**src/rtl/iram_loader.sv**
```systemverilog
`default_nettype none
// ----------------------------------------------------------------------------
// iram_loader : streams a byte image into the ppu IRAM from address 0, zero-fills
//               the rest and holds the core in reset until the load completes.
// Optional: define IRAM_LOADER_CHECKSUM_EN for a running byte-sum of the image.
// Revision    : 1.0
// ----------------------------------------------------------------------------
module iram_loader #(
  parameter int RAM_SIZE = 256,
  parameter int ADDR_W   = 8,
  parameter int DATA_W   = 8
) (
  input  logic              clk,
  input  logic              rst,
  input  logic              start,
  input  logic              in_valid,
  input  logic [DATA_W-1:0] in_data,
  input  logic              in_last,
  output logic              in_ready,
  output logic              ram_we,
  output logic [ADDR_W-1:0] ram_addr,
  output logic [DATA_W-1:0] ram_wdata,
  output logic              core_rst,
  output logic              busy,
  output logic              done,
  output logic              overflow,
  output logic [DATA_W-1:0] checksum
);

  typedef enum logic [1:0] {
    S_IDLE    = 2'd0,
    S_LOAD    = 2'd1,
    S_FILL    = 2'd2,
    S_RELEASE = 2'd3
  } state_t;

  localparam logic [ADDR_W-1:0] LAST_ADDR = ADDR_W'(RAM_SIZE - 1);

  state_t            state;
  logic [ADDR_W-1:0] addr_cnt;
  logic              accept;
  logic              at_last;

  assign accept    = (state == S_LOAD) && in_valid;
  assign at_last   = (addr_cnt == LAST_ADDR);
  assign in_ready  = (state == S_LOAD);
  assign ram_we    = accept || (state == S_FILL);
  assign ram_addr  = ram_we ? addr_cnt : '0;
  assign ram_wdata = accept ? in_data : '0;
  assign busy      = (state != S_IDLE);

  always_ff @(posedge clk or negedge rst) begin
    if (!rst) begin
      state    <= S_IDLE;
      addr_cnt <= '0;
      core_rst <= 1'b0;
      done     <= 1'b0;
      overflow <= 1'b0;
    end else begin
      done <= 1'b0;
      case (state)
        S_IDLE: begin
          if (start) begin
            state    <= S_LOAD;
            addr_cnt <= '0;
            core_rst <= 1'b0;
            overflow <= 1'b0;
          end
        end
        S_LOAD: begin
          if (in_valid) begin
            addr_cnt <= addr_cnt + 1'b1;
            // Top address always ends the load; a missing last marks overflow.
            if (at_last) begin
              overflow <= !in_last;
              state    <= S_RELEASE;
            end else if (in_last) begin
              state <= S_FILL;
            end
          end
        end
        S_FILL: begin
          addr_cnt <= addr_cnt + 1'b1;
          if (at_last) state <= S_RELEASE;
        end
        S_RELEASE: begin
          core_rst <= 1'b1;
          done     <= 1'b1;
          state    <= S_IDLE;
        end
        default: state <= S_IDLE;
      endcase
    end
  end

`ifdef IRAM_LOADER_CHECKSUM_EN
  always_ff @(posedge clk or negedge rst) begin
    if (!rst) begin
      checksum <= '0;
    end else if ((state == S_IDLE) && start) begin
      checksum <= '0;
    end else if (accept) begin
      checksum <= checksum + in_data;
    end
  end
`else
  assign checksum = '0;
`endif

endmodule
`default_nettype wire

```
**config.mk**
```make
export PLATFORM = sky130hd
export DESIGN_NAME = iram_loader
export DESIGN_NICKNAME = d
export VERILOG_FILES = /design/src/rtl/iram_loader.sv
export SDC_FILE = /design/constraint.sdc
export NUM_CORES = 1
export LEC_CHECK = 0
export ABC_CLOCK_PERIOD_IN_PS = 2440
export CORE_MARGIN = 5
export CORE_UTILIZATION = 41
export CTS_CLUSTER_DIAMETER = 100
export DETAILED_ROUTE_END_ITERATION = 7
export GPL_ROUTABILITY_DRIVEN = 1
export GPL_TIMING_DRIVEN = 0
export MAX_ROUTING_LAYER = met4
export PLACE_DENSITY = 0.79
export REMOVE_ABC_BUFFERS = 1
export SYNTH_ARGS = -nofsm -noshare
export SYNTH_HDL_FRONTEND = slang
export SYNTH_SLANG_ARGS = --single-unit
```
**constraint.sdc**
```tcl
create_clock -name clk -period 2.44 [get_ports clk]
set_clock_uncertainty 0.2 [all_clocks]
set_input_delay 0.366 -clock clk [delete_from_list [all_inputs] [get_ports clk]]
set_output_delay 0.366 -clock clk [all_outputs]
set_load 0.02 [all_outputs]
```
# After elaboration in Yosys (flattened, before gate mapping)
# Cells that the tools add are included.
[op_classes] add_sub_neg=1 n_eq_ne=9 n_mux=17 n_reduce_logical=12
[op_table] op="$mux W8" n=4
[op_table] op="$pmux W8 S3" n=1
[op_table] op="$mux W2" n=5
[op_table] op="$add A8 B1 Y8 const B" n=1
[op_table] op="$eq A8 B8 Y1 const B" n=1
[op_table] op="$pmux W2 S4" n=1
[op_table] op="$reduce_and A4 Y1" n=2
[op_table] op="$ne A2 B2 Y1 const B" n=3
[op_table] op="$reduce_bool A2 Y1" n=3
[op_table] op="$eq A2 B2 Y1 const B" n=2
[op_table] op="$mux W1" n=4
[op_table] op="$pmux W1 S2" n=2
[op_table] op="$ne A3 B2 Y1 const B" n=1
[op_table] op="$reduce_and A3 Y1" n=1
[op_table] op="$reduce_bool A3 Y1" n=1
[op_table] op="$eq A2 B1 Y1 const B" n=1
[op_table] op="$logic_not A2 Y1" n=1
[op_table] op="$ne A2 B1 Y1 const B" n=1
[op_table] op="$reduce_and A2 Y1" n=1
[op_table] op="$logic_and A1 B1 Y1" n=1
[op_table] op="$logic_not A1 Y1" n=1
[op_table] op="$logic_or A1 B1 Y1" n=1
[word_totals] regBits=13 in_bits=13 output_inout_bits=30 elab_cells=44

# Logic depth before layout (Yosys ltp)
# Gate-level depths: netlist (run 1).
[logic_depth] depth_word=4 ltp_mapped=6 depth_no_buf=6

# Worst setup path after synthesis (run 1)
# OpenSTA, ideal clock, no wires.
[synth_timing] kind="register to register" start="register state[0]" end="register addr_cnt[4]" setup_ns=0.069 arrival_time_ns=1.764 required_time_ns=2.171 slack_ns=0.407 path_stages_with_launch=5 n_path_buf=0 synth_period_minus_slack_ns=2.033 cell_sequence="dfrtp_1 > ha_1 > a221o_1 > or4b_1 > nand3_1"
[synth_via] elab_chain_len=3 word_cells_on_any_way=8 classes_between="eq/ne (4); mux (1); reduce/logical (3)"
[synth_rtl] element="from (decl)" line_no="39" text="state_t state;"
[synth_rtl] element="from (signal assigned)" line_no="54" text="state <= S_IDLE;"
[synth_rtl] element="from (signal assigned)" line_no="64" text="state <= S_LOAD;"
[synth_rtl] element="from (signal assigned)" line_no="76" text="state <= S_RELEASE;"
[synth_rtl] element="$eq A2 B1 Y1 (*)"
[synth_rtl] element="via in_ready" line_no="19" text="output logic in_ready,"
[synth_rtl] element="$ne A2 B2 Y1 (no source line) or $reduce_bool A3 Y1 (tied branches)"
[synth_rtl] element="$reduce_and A3 Y1 (no source line)"
[synth_rtl] element="to (signal assigned)" line_no="72" text="addr_cnt <= addr_cnt + 1'b1;"
[synth_rtl] element="to (signal assigned)" line_no="83" text="addr_cnt <= addr_cnt + 1'b1;"
[synth_rtl] element="to (decl)" line_no="40" text="logic [ADDR_W-1:0] addr_cnt;"
# Mark *: on every way through the listed nets, which the timed path passes. The rest lies on a longest branch.
# A chain may end at the register's enable or synchronous reset.

# Worst setup path after layout (run 1)
[layout_timing] start="register state[1]" end="output ram_wdata[4]"
[layout_via] elab_chain_len=3
[layout_rtl] element="$eq A2 B1 Y1" line_no="44" text="assign accept = (state == S_LOAD) && in_valid;"
[layout_rtl] element="$logic_and A1 B1 Y1" line_no="44"
[layout_rtl] element="$mux W8" line_no="49" text="assign ram_wdata = accept ? in_data : '0;"
[layout_rtl] element="to (decl)" line_no="22" text="output logic [DATA_W-1:0] ram_wdata,"
# No other way between the ends.

==> results of run 1 <==
-- logic make-up (layout without fill, tap and decap cells) --
group | count (synthesis) | after routing | synth area share
fa+ha+maj | 5 | 5 | 0.06640
simple gates | 50 | 50 | 0.2975
buf+inv | 22 | 52 | 0.1195
mux | 2 | 2 | 0.02258
other cells | 1 | 8 | 0.003980
flops | 13 | 13 | 0.3453
compound gates | 19 | 19 | 0.1448
-- critical path, cell delays in order (launching register included) --
cell and delay, ns:
dfrtp_1 0.42, inv_2 0.12, ha_4 0.22, and3_1 0.17, clkdlybuf4s50_1 0.60
-- final cells by class --
type                    count  area (µm²)  area share
inverters                  10       37.54     0.02780
flip-flops and latches     13       326.6      0.2419
well taps                  28       35.03     0.02595
clock buffers               4       26.28     0.01946
multi-input cells          84       554.3      0.4106
repair buffers             38       370.4      0.2743
-- power breakdown --
part            total, W  internal, W  switching, W
Sequential      0.000215     0.000215             0
Combinational  0.0000395    0.0000174     0.0000221
Clock           0.000137    0.0000635     0.0000737
-- worst paths after layout --
path | from | endpoint | slack (ns)
max | state[1]$_DFFE_PN0P_ | ram_wdata[4] | 0.08
min | rst | addr_cnt[6]$_DFFE_PN0P_ | 0.26
max reg2reg | state[1]$_DFFE_PN0P_ | addr_cnt[4]$_DFFE_PN0P_ | 0.14
min reg2reg | addr_cnt[1]$_DFFE_PN0P_ | addr_cnt[1]$_DFFE_PN0P_ | 0.34
max in group asynchronous | rst | state[0]$_DFFE_PN0P_ | 1.34
min in group clk | addr_cnt[1]$_DFFE_PN0P_ | addr_cnt[1]$_DFFE_PN0P_ | 0.34
-- cells in the final DEF (no fill, tap or decap), types with 3 or more instances in the layout --
master / count
a21oi_1: 4
and3_1: 12
buf_4: 4
clkbuf_4: 3
clkdlybuf4s50_1: 16
conb_1: 8
dfrtp_1: 12
dlygate4sd2_1: 8
dlymetal6s2s_1: 8
ha_1: 4
inv_1: 8
nand2_1: 11
nand3_1: 8
nor2_1: 4
nor2b_1: 7
-- state kept, by name, summed over array words and instances (netlist names) --
signal    cells
overflow      1
done          1
core_rst      1
addr_cnt      8
state         2
-- through the flow --
step	hold slack, ns	setup slack, ns	setup TNS [ns]	area (µm²)
2_1_floorplan	-0.1296	0.2304	0	893.4
3_3_place_gp	0.3205	-0.3278	-3.009	1269
3_5_place_dp	0.3322	-0.3655	-3.331	1269
4_1_cts	0.2856	0.0004248	0	1338
5_1_grt	0.3079	0.005524	0	1350
6_report	0.2644	0.07767	0	1350
-- routing by layer --
metal  GRT usage  up-vias  part of all wire
li1            -      453                 -
met5           -        -                 0
met1      0.1734      439              0.44
met3     0.04232        2             0.092
met4     0.03974        0            0.0055
met2      0.2597       40              0.46
-- what timing repair did --
item	4_1_cts	5_1_grt
cloned	0	0
setup buffers	4	0
endpoints found under the setup margin	18	15
gates resized for setup	15	13
pin swaps	2	0
==> results.sh, run 1 <==
export IMPL_yosys_area_top_type_share=0.3453
export IMPL_cts_tree="yes"
export IMPL_cts_root_buf="clkbuf_4"
export IMPL_coreArea_um2=2212
export IMPL_start_util=0.4259
export IMPL_finalWirelength_um=2568
export IMPL_finalHoldViolCount=0
export IMPL_rsz0062_at_grt="no"
export IMPL_slew_violations=0
export IMPL_antenna_found_initial=0
export IMPL_first_global_vias=876
export IMPL_postCtsHoldBufs=0
export IMPL_htreeDepth=1
export IMPL_fin_util=0.6103
export IMPL_area_delta_synth_final_pct=43.29
export IMPL_hold_path_class="in2async"
export IMPL_synthArstFlopShare=1.000
export IMPL_fin_cells=177
export IMPL_numCtsBuffers=3
export IMPL_wire_per_inst_um=14.51
export IMPL_worst_r2r_cell_count=6
export IMPL_synth_flop_cell="dfrtp_1"
export IMPL_crit_arrival_ns=1.80
export IMPL_yosysUniqueCellTypes=33
export IMPL_start_kind="register"
export IMPL_dp_cells=169
export IMPL_vdd_ir_drop_worst_v=0.0003173
export IMPL_diodes=0
export IMPL_synth_warning_count=0
export IMPL_status="complete, no violations"
export IMPL_static_leakage_power_nw=0.7308
export IMPL_die_w_um=57.94
export IMPL_ant_nets=0
export IMPL_gr_total_overflow=0
export IMPL_seq_area_frac_synth=0.3453
export IMPL_dieArea_um2=3356
export IMPL_rows=17
export IMPL_fin_crit_ns=2.362
export IMPL_power_density_nw_per_um2=290.3
export IMPL_netlist_top_cells_count="13 x dfrtp_1, 12 x and3_1, 11 x nand2_1, 9 x inv_1"
export IMPL_clock_path_buffers=2
export IMPL_die_h_um=57.94
export IMPL_post_route_period_util=0.9682
export IMPL_setup_violations=0
export IMPL_syn_avg_cell_area_um2=8.412
export IMPL_synth_edff_count=0
export IMPL_yosysTopAreaCell="dfrtp_1"
export IMPL_yosysMostFrequentCell="dfrtp_1"
export IMPL_netlist_top_cells_area="dfrtp_1 35%, and3_1 8.0%, ha_1 6.6%"
export IMPL_finalPower_w=0.0003919
export IMPL_nets=168
export IMPL_cp_required_ns=1.87
export IMPL_drc_errors=0
export IMPL_cts_clk_slew_worst_paths_ns=0.08
export IMPL_worst_pin_slew_ns=0.6118
export IMPL_drive_gt1_frac=0.1074
export IMPL_grt_max_degree=17
export IMPL_netlist_area_um2=942.2
export IMPL_io_pins=43
export IMPL_cp_end_kind="primary output"
export IMPL_grt_pass1_wl_um=3926
export IMPL_post_drt_via_cell_ratio=5.277
export IMPL_cp_max_fo=12
export IMPL_fill_cells=194
export IMPL_dp_hpwl_um=1856
export IMPL_via_count=934
export IMPL_gp_congestion=0.8130
export IMPL_grt_use_total=0.1517
export IMPL_dr_pass1_iters=4
export IMPL_clkLatencyLatePin_ns=0.28
export IMPL_critPathKind="reg2out"
export IMPL_relSlewSlack=0.5908
export IMPL_max_freq_mhz=423.3
export IMPL_port_buffers=34
export IMPL_cts_sinks=13
export IMPL_syn_inst=112
export IMPL_drv_cap=0
export IMPL_yosys_register_bits=13
export IMPL_drtIter0Drc=20
Note: power is estimated with default switching activity, not from simulation.
==> run 2, diff against run 1 <==
SETUP_SLACK_MARGIN = 0.2   (was not set)
==> results.sh, run 2 (synthesized netlist as in run 1, its figures left out) <==
export IMPL_relSlewSlack=0.5943
export IMPL_fin_crit_ns=2.192
export IMPL_area_delta_synth_final_pct=47.41
export IMPL_post_drt_via_cell_ratio=5.277
export IMPL_ff2ff_setup_slack_ns=0.31
export IMPL_grt_max_degree=17
export IMPL_p_clk_frac=0.348
export IMPL_p_sw_w=0.00009481
export IMPL_finalWirelength_um=2704
export IMPL_worstPathCellList="inv_2 -> ha_4 -> a21oi_4 -> buf_6 -> nor2b_1 -> clkdlybuf4s15_2"
export IMPL_io_pins=43
export IMPL_rr_endpoint="addr_cnt[4]$_DFFE_PN0P_"
export IMPL_cts_sinks=13
export IMPL_htreeDepth=1
export IMPL_rsz0062_at_grt="yes"
export IMPL_finalPower_w=0.0003908
export IMPL_wire_per_inst_um=14.70
export IMPL_worst_r2r_cell_count=6
export IMPL_power_density_nw_per_um2=281.4
export IMPL_cp_slowest_cell="dfrtp_1"
export IMPL_drive_gt1_frac=0.1987
export IMPL_pwr_share_comb=0.102
export IMPL_cp_end_kind="primary output"
export IMPL_max_freq_mhz=456.3
export IMPL_die_w_um=57.94
export IMPL_cts_tree="yes"
export IMPL_hold_path_class="in2async"
export IMPL_dieArea_um2=3356
export IMPL_vdd_ir_drop_worst_v=0.0003169
export IMPL_static_leakage_power_nw=0.7015
export IMPL_critPathKind="reg2out"
export IMPL_diodes=0
export IMPL_slew_violations=0
export IMPL_reg_top3="addr_cnt (8), state (2)"
export IMPL_critPathMaxStageDelay_ns=0.42
export IMPL_r2r_start="state[1]$_DFFE_PN0P_"
export IMPL_cts_clk_slew_worst_paths_ns=0.08
export IMPL_grt_use_total=0.1598
export IMPL_dr_pass1_iters=4
export IMPL_power_frac_seq=0.551
export IMPL_fin_ws_ns=0.2482
export IMPL_final_cell_mix="14 x clkdlybuf4s50_1, 12 x and3_1, 12 x dfrtp_1"
export IMPL_swShare=0.2426
export IMPL_port_buffers=34
export IMPL_status="complete, no violations"
export IMPL_ant_nets=0
export IMPL_largest_reg_flops=8
export IMPL_cp_max_fo=11
export IMPL_clock_path_buffers=2
export IMPL_drc_errors=0
export IMPL_nets=175
export IMPL_drtIter0Drc=16
export IMPL_setup_violations=0
export IMPL_clkLatencyLatePin_ns=0.28
export IMPL_coreArea_um2=2212
export IMPL_cp_required_ns=1.87
export IMPL_via_count=971
export IMPL_gp_congestion=0.8130
export IMPL_crit_family="buffers and inverters"
export IMPL_antenna_found_initial=0
export IMPL_drv_cap=0
export IMPL_start_util=0.4259
export IMPL_worst_pin_slew_ns=0.6067
export IMPL_grt_pass1_wl_um=4098
export IMPL_final_seq_area_um2=326.6
export IMPL_crit_arrival_ns=1.63
export IMPL_layout_commonest_cell="clkdlybuf4s50_1"
export IMPL_cts_root_buf="clkbuf_4"
export IMPL_die_h_um=57.94
export IMPL_top_register="addr_cnt"
export IMPL_dp_hpwl_um=1856
export IMPL_first_global_vias=900
export IMPL_finalHoldViolCount=0
export IMPL_fill_cells=200
export IMPL_post_route_period_util=0.8983
export IMPL_numCtsBuffers=3
export IMPL_rows=17
export IMPL_gr_total_overflow=0
export IMPL_dp_slack_ns=-0.3655
export IMPL_multi_input_area_um2=568.0
export IMPL_cell_internal_pwr_w=0.0002960
export IMPL_worstPathBufferInverterCount=3
export IMPL_fin_util=0.6278
export IMPL_start_kind="register"
run 2: changes by cell type in the layout (fill, tap and decap cells not counted), sizes merged:
cell           before  now
buf                 4   14
dlymetal6s2s        8    1
clkdlybuf4s50      16   14
clkdlybuf4s15       0    4
dlygate4sd2         8   10
run 2: worst max-delay path by stage:
stage	start	endpoint	slack [ns]	cells after the start
2_1_floorplan	state[0]$_DFFE_PN0P_	addr_cnt[4]$_DFFE_PN0P_	0.23	4
3_3_place_gp	in_valid	ram_addr[0]	-0.33	4
3_5_place_dp	in_valid	ram_addr[7]	-0.37	4
4_1_cts	state[1]$_DFFE_PN0P_	ram_addr[5]	0.15	6
5_1_grt	state[1]$_DFFE_PN0P_	ram_addr[4]	0.16	6
6_report	state[1]$_DFFE_PN0P_	ram_addr[0]	0.25	6
run 2: timing repair:
action,CTS,global route
hold buffers,0,0
setup endpoints to repair,22,12
resized for setup,39,11
buffers inserted,6,5
cloned,0,0
pin swaps,2,2
run 2: power groups by stage:
| stage | clock, W | sequential, W | combinational (W) |
|---|---|---|---|
| 2_1_floorplan | 0 | 0.000220 | 0.0000129 |
| 3_3_place_gp | 0 | 0.000220 | 0.0000385 |
| 3_5_place_dp | 0 | 0.000220 | 0.0000396 |
| 4_1_cts | 0.000139 | 0.000215 | 0.0000396 |
| 5_1_grt | 0.000150 | 0.000215 | 0.0000428 |
| 6_report | 0.000136 | 0.000215 | 0.0000397 |
run 2: cell type report:
type | instances | share of cell area
Clock buffer | 4 | 0.01892
Inverter | 10 | 0.02703
Multi-Input combinational cell | 84 | 0.4090
Sequential cell | 13 | 0.2351
Tap cell | 28 | 0.02523
Timing Repair Buffer | 45 | 0.2847
run 2: stage by stage:
step	setup TNS [ns]	hold WS, ns	std cells	area, µm²
floorplan	0	-0.1296	107	893.4
global placement	-3.009	0.3205	169	1269
detailed placement	-3.331	0.3322	169	1269
CTS	0	0.2856	179	1361
global route	0	0.3077	184	1389
finish	0	0.2642	184	1389
run 2: routing by layer:
layer / up-vias / routed length [µm] / GRT usage
met5: - / 0 / -
met4: 0 / 14 / 0.03974
met3: 2 / 297 / 0.05122
met2: 48 / 1287 / 0.2855
met1: 455 / 1105 / 0.1694
li1: 466 / - / -
==> run 3, diff against run 2 <==
CORE_UTILIZATION = 42   (was 41)
CTS_BUF_LIST = sky130_fd_sc_hd__clkbuf_4 sky130_fd_sc_hd__clkbuf_8   (was not set)
GPL_ROUTABILITY_DRIVEN = 0   (was 1)
PLACE_DENSITY = 0.81   (was 0.79)
TNS_END_PERCENT = 30   (was not set)
==> results.sh, run 3 (synthesized netlist as in run 1, its figures left out) <==
export IMPL_post_route_period_util=0.9618
export IMPL_diodes=0
export IMPL_final_area_um2=1348
export IMPL_max_freq_mhz=426.1
export IMPL_start_util=0.4343
export IMPL_area_delta_synth_final_pct=43.03
export IMPL_fin_cells=175
export IMPL_static_leakage_power_nw=0.6592
export IMPL_grt_pass1_wl_um=3767
export IMPL_postCtsHoldBufs=0
export IMPL_finalWirelength_um=2400
export IMPL_fin_crit_ns=2.347
export IMPL_r2r_start="state[1]$_DFFE_PN0P_"
export IMPL_cts_sinks=13
export IMPL_drc_errors=0
export IMPL_gr_total_overflow=0
export IMPL_first_global_vias=882
export IMPL_slew_violations=0
export IMPL_status="complete, no violations"
export IMPL_setup_violations=0
export IMPL_clkLatencyLatePin_ns=0.27
export IMPL_port_buffers=34
export IMPL_wire_per_inst_um=13.71
export IMPL_grt_use_total=0.1492
export IMPL_crit_arrival_ns=1.78
export IMPL_coreArea_um2=2170
export IMPL_htreeDepth=1
export IMPL_largest_reg_flops=8
export IMPL_placed_cell_area_um2=1269
export IMPL_rsz0062_at_grt="yes"
export IMPL_worst_pin_slew_ns=0.6054
export IMPL_cts_clk_slew_worst_paths_ns=0.08
export IMPL_hold_path_class="in2async"
export IMPL_die_h_um=57.36
export IMPL_relSlewSlack=0.5951
export IMPL_final_cell_mix="19 x clkdlybuf4s50_1, 12 x and3_1, 12 x dfrtp_1"
export IMPL_drtIter0Drc=18
export IMPL_drive_gt1_frac=0.1293
export IMPL_grt_max_degree=17
export IMPL_cts_tree="yes"
export IMPL_via_count=930
export IMPL_io_pins=43
export IMPL_finalHoldViolCount=0
export IMPL_cp_end_kind="primary output"
export IMPL_cp_max_fo=11
export IMPL_crit_start="state[1]$_DFFE_PN0P_"
export IMPL_fill_cells=193
export IMPL_rows=17
export IMPL_reg_top3="addr_cnt (8), state (2)"
export IMPL_die_w_um=57.36
export IMPL_top_register="addr_cnt"
export IMPL_start_kind="register"
export IMPL_dr_pass1_iters=4
export IMPL_antenna_found_initial=0
export IMPL_power_density_nw_per_um2=294.7
export IMPL_fin_util=0.6211
export IMPL_cts_root_buf="clkbuf_4"
export IMPL_fin_hold_ws_ns=0.2677
export IMPL_numCtsBuffers=3
export IMPL_clock_path_buffers=2
export IMPL_layout_commonest_cell="clkdlybuf4s50_1"
export IMPL_dieArea_um2=3290
export IMPL_dp_cells=169
export IMPL_cp_required_ns=1.87
export IMPL_drv_cap=0
export IMPL_nets=166
export IMPL_critPathKind="reg2out"
export IMPL_post_drt_via_cell_ratio=5.314
export IMPL_ant_nets=0
export IMPL_vdd_ir_drop_worst_v=0.0003076
-- run 3: changes by cell type in the layout (fill, tap and decap cells not counted), moves of 2 or more --
cell             change
clkdlybuf4s50_1      +5
buf_4                -8
clkdlybuf4s15_2      +2
dlymetal6s2s_1       +4
buf_2                -3
dlygate4sd2_1        -6
-- run 3: metrics by stage --
step,TNS [ns],setup WS [ns],power (W)
2_1_floorplan,0,0.2304,0.0002325
3_3_place_gp,-3.015,-0.3288,0.0002577
3_5_place_dp,-3.395,-0.3645,0.0002584
4_1_cts,0,0.04265,0.0004025
5_1_grt,0,0.03585,0.0004184
6_report,0,0.09313,0.0003971
-- run 3: layout make-up --
class | instances | area [µm²] | area share
clock buffer | 4 | 30.03 | 0.02228
inverter | 10 | 37.54 | 0.02786
multi-input combinational | 84 | 554.3 | 0.4113
sequential | 13 | 326.6 | 0.2423
tap | 28 | 35.03 | 0.02600
timing repair buffer | 36 | 364.1 | 0.2702
-- run 3: timing repair --
| action | in CTS | in global routing |
|---|---|---|
| setup buffers | 2 | 0 |
| gates resized for setup | 26 | 7 |
| pin swaps | 1 | 0 |
| setup endpoints to repair | 21 | 20 |
-- run 3: path summary, 6_finish.rpt --
| path | depth (start not counted) | slack (ns) | endpoint |
|---|---|---|---|
| worst min-delay path | 1 | 0.27 | addr_cnt[6]$_DFFE_PN0P_ |
| worst max register to register | 6 | 0.13 | addr_cnt[5]$_DFFE_PN0P_ |
| min in group clk | 2 | 0.35 | core_rst$_DFFE_PN0P_ |
| worst max-delay path | 4 | 0.09 | ram_wdata[6] |
| max in group asynchronous | 1 | 1.35 | state[0]$_DFFE_PN0P_ |
| worst min register to register | 2 | 0.35 | core_rst$_DFFE_PN0P_ |
-- run 3: power breakdown --
group,switching [W],leakage [nW],internal [W]
Sequential,0,0.149,0.000215
Clock,0.0000686,0.0184,0.0000745
Combinational,0.0000214,0.491,0.0000174
Total,0.0000900,0.659,0.000307
-- run 3: metal layers --
layer	up-vias	part of all wire	track usage
met5	-	0	-
met4	0	0.025	0.06291
met3	8	0.076	0.03394
met2	50	0.45	0.2452
met1	421	0.45	0.1733
li1	451	-	-
-- run 3: critical path, stage by stage, from the launching register on --
cell and delay (ns):
dfrtp_1 0.41, inv_2 0.12, ha_4 0.20, and3_1 0.17, clkdlybuf4s50_1 0.60
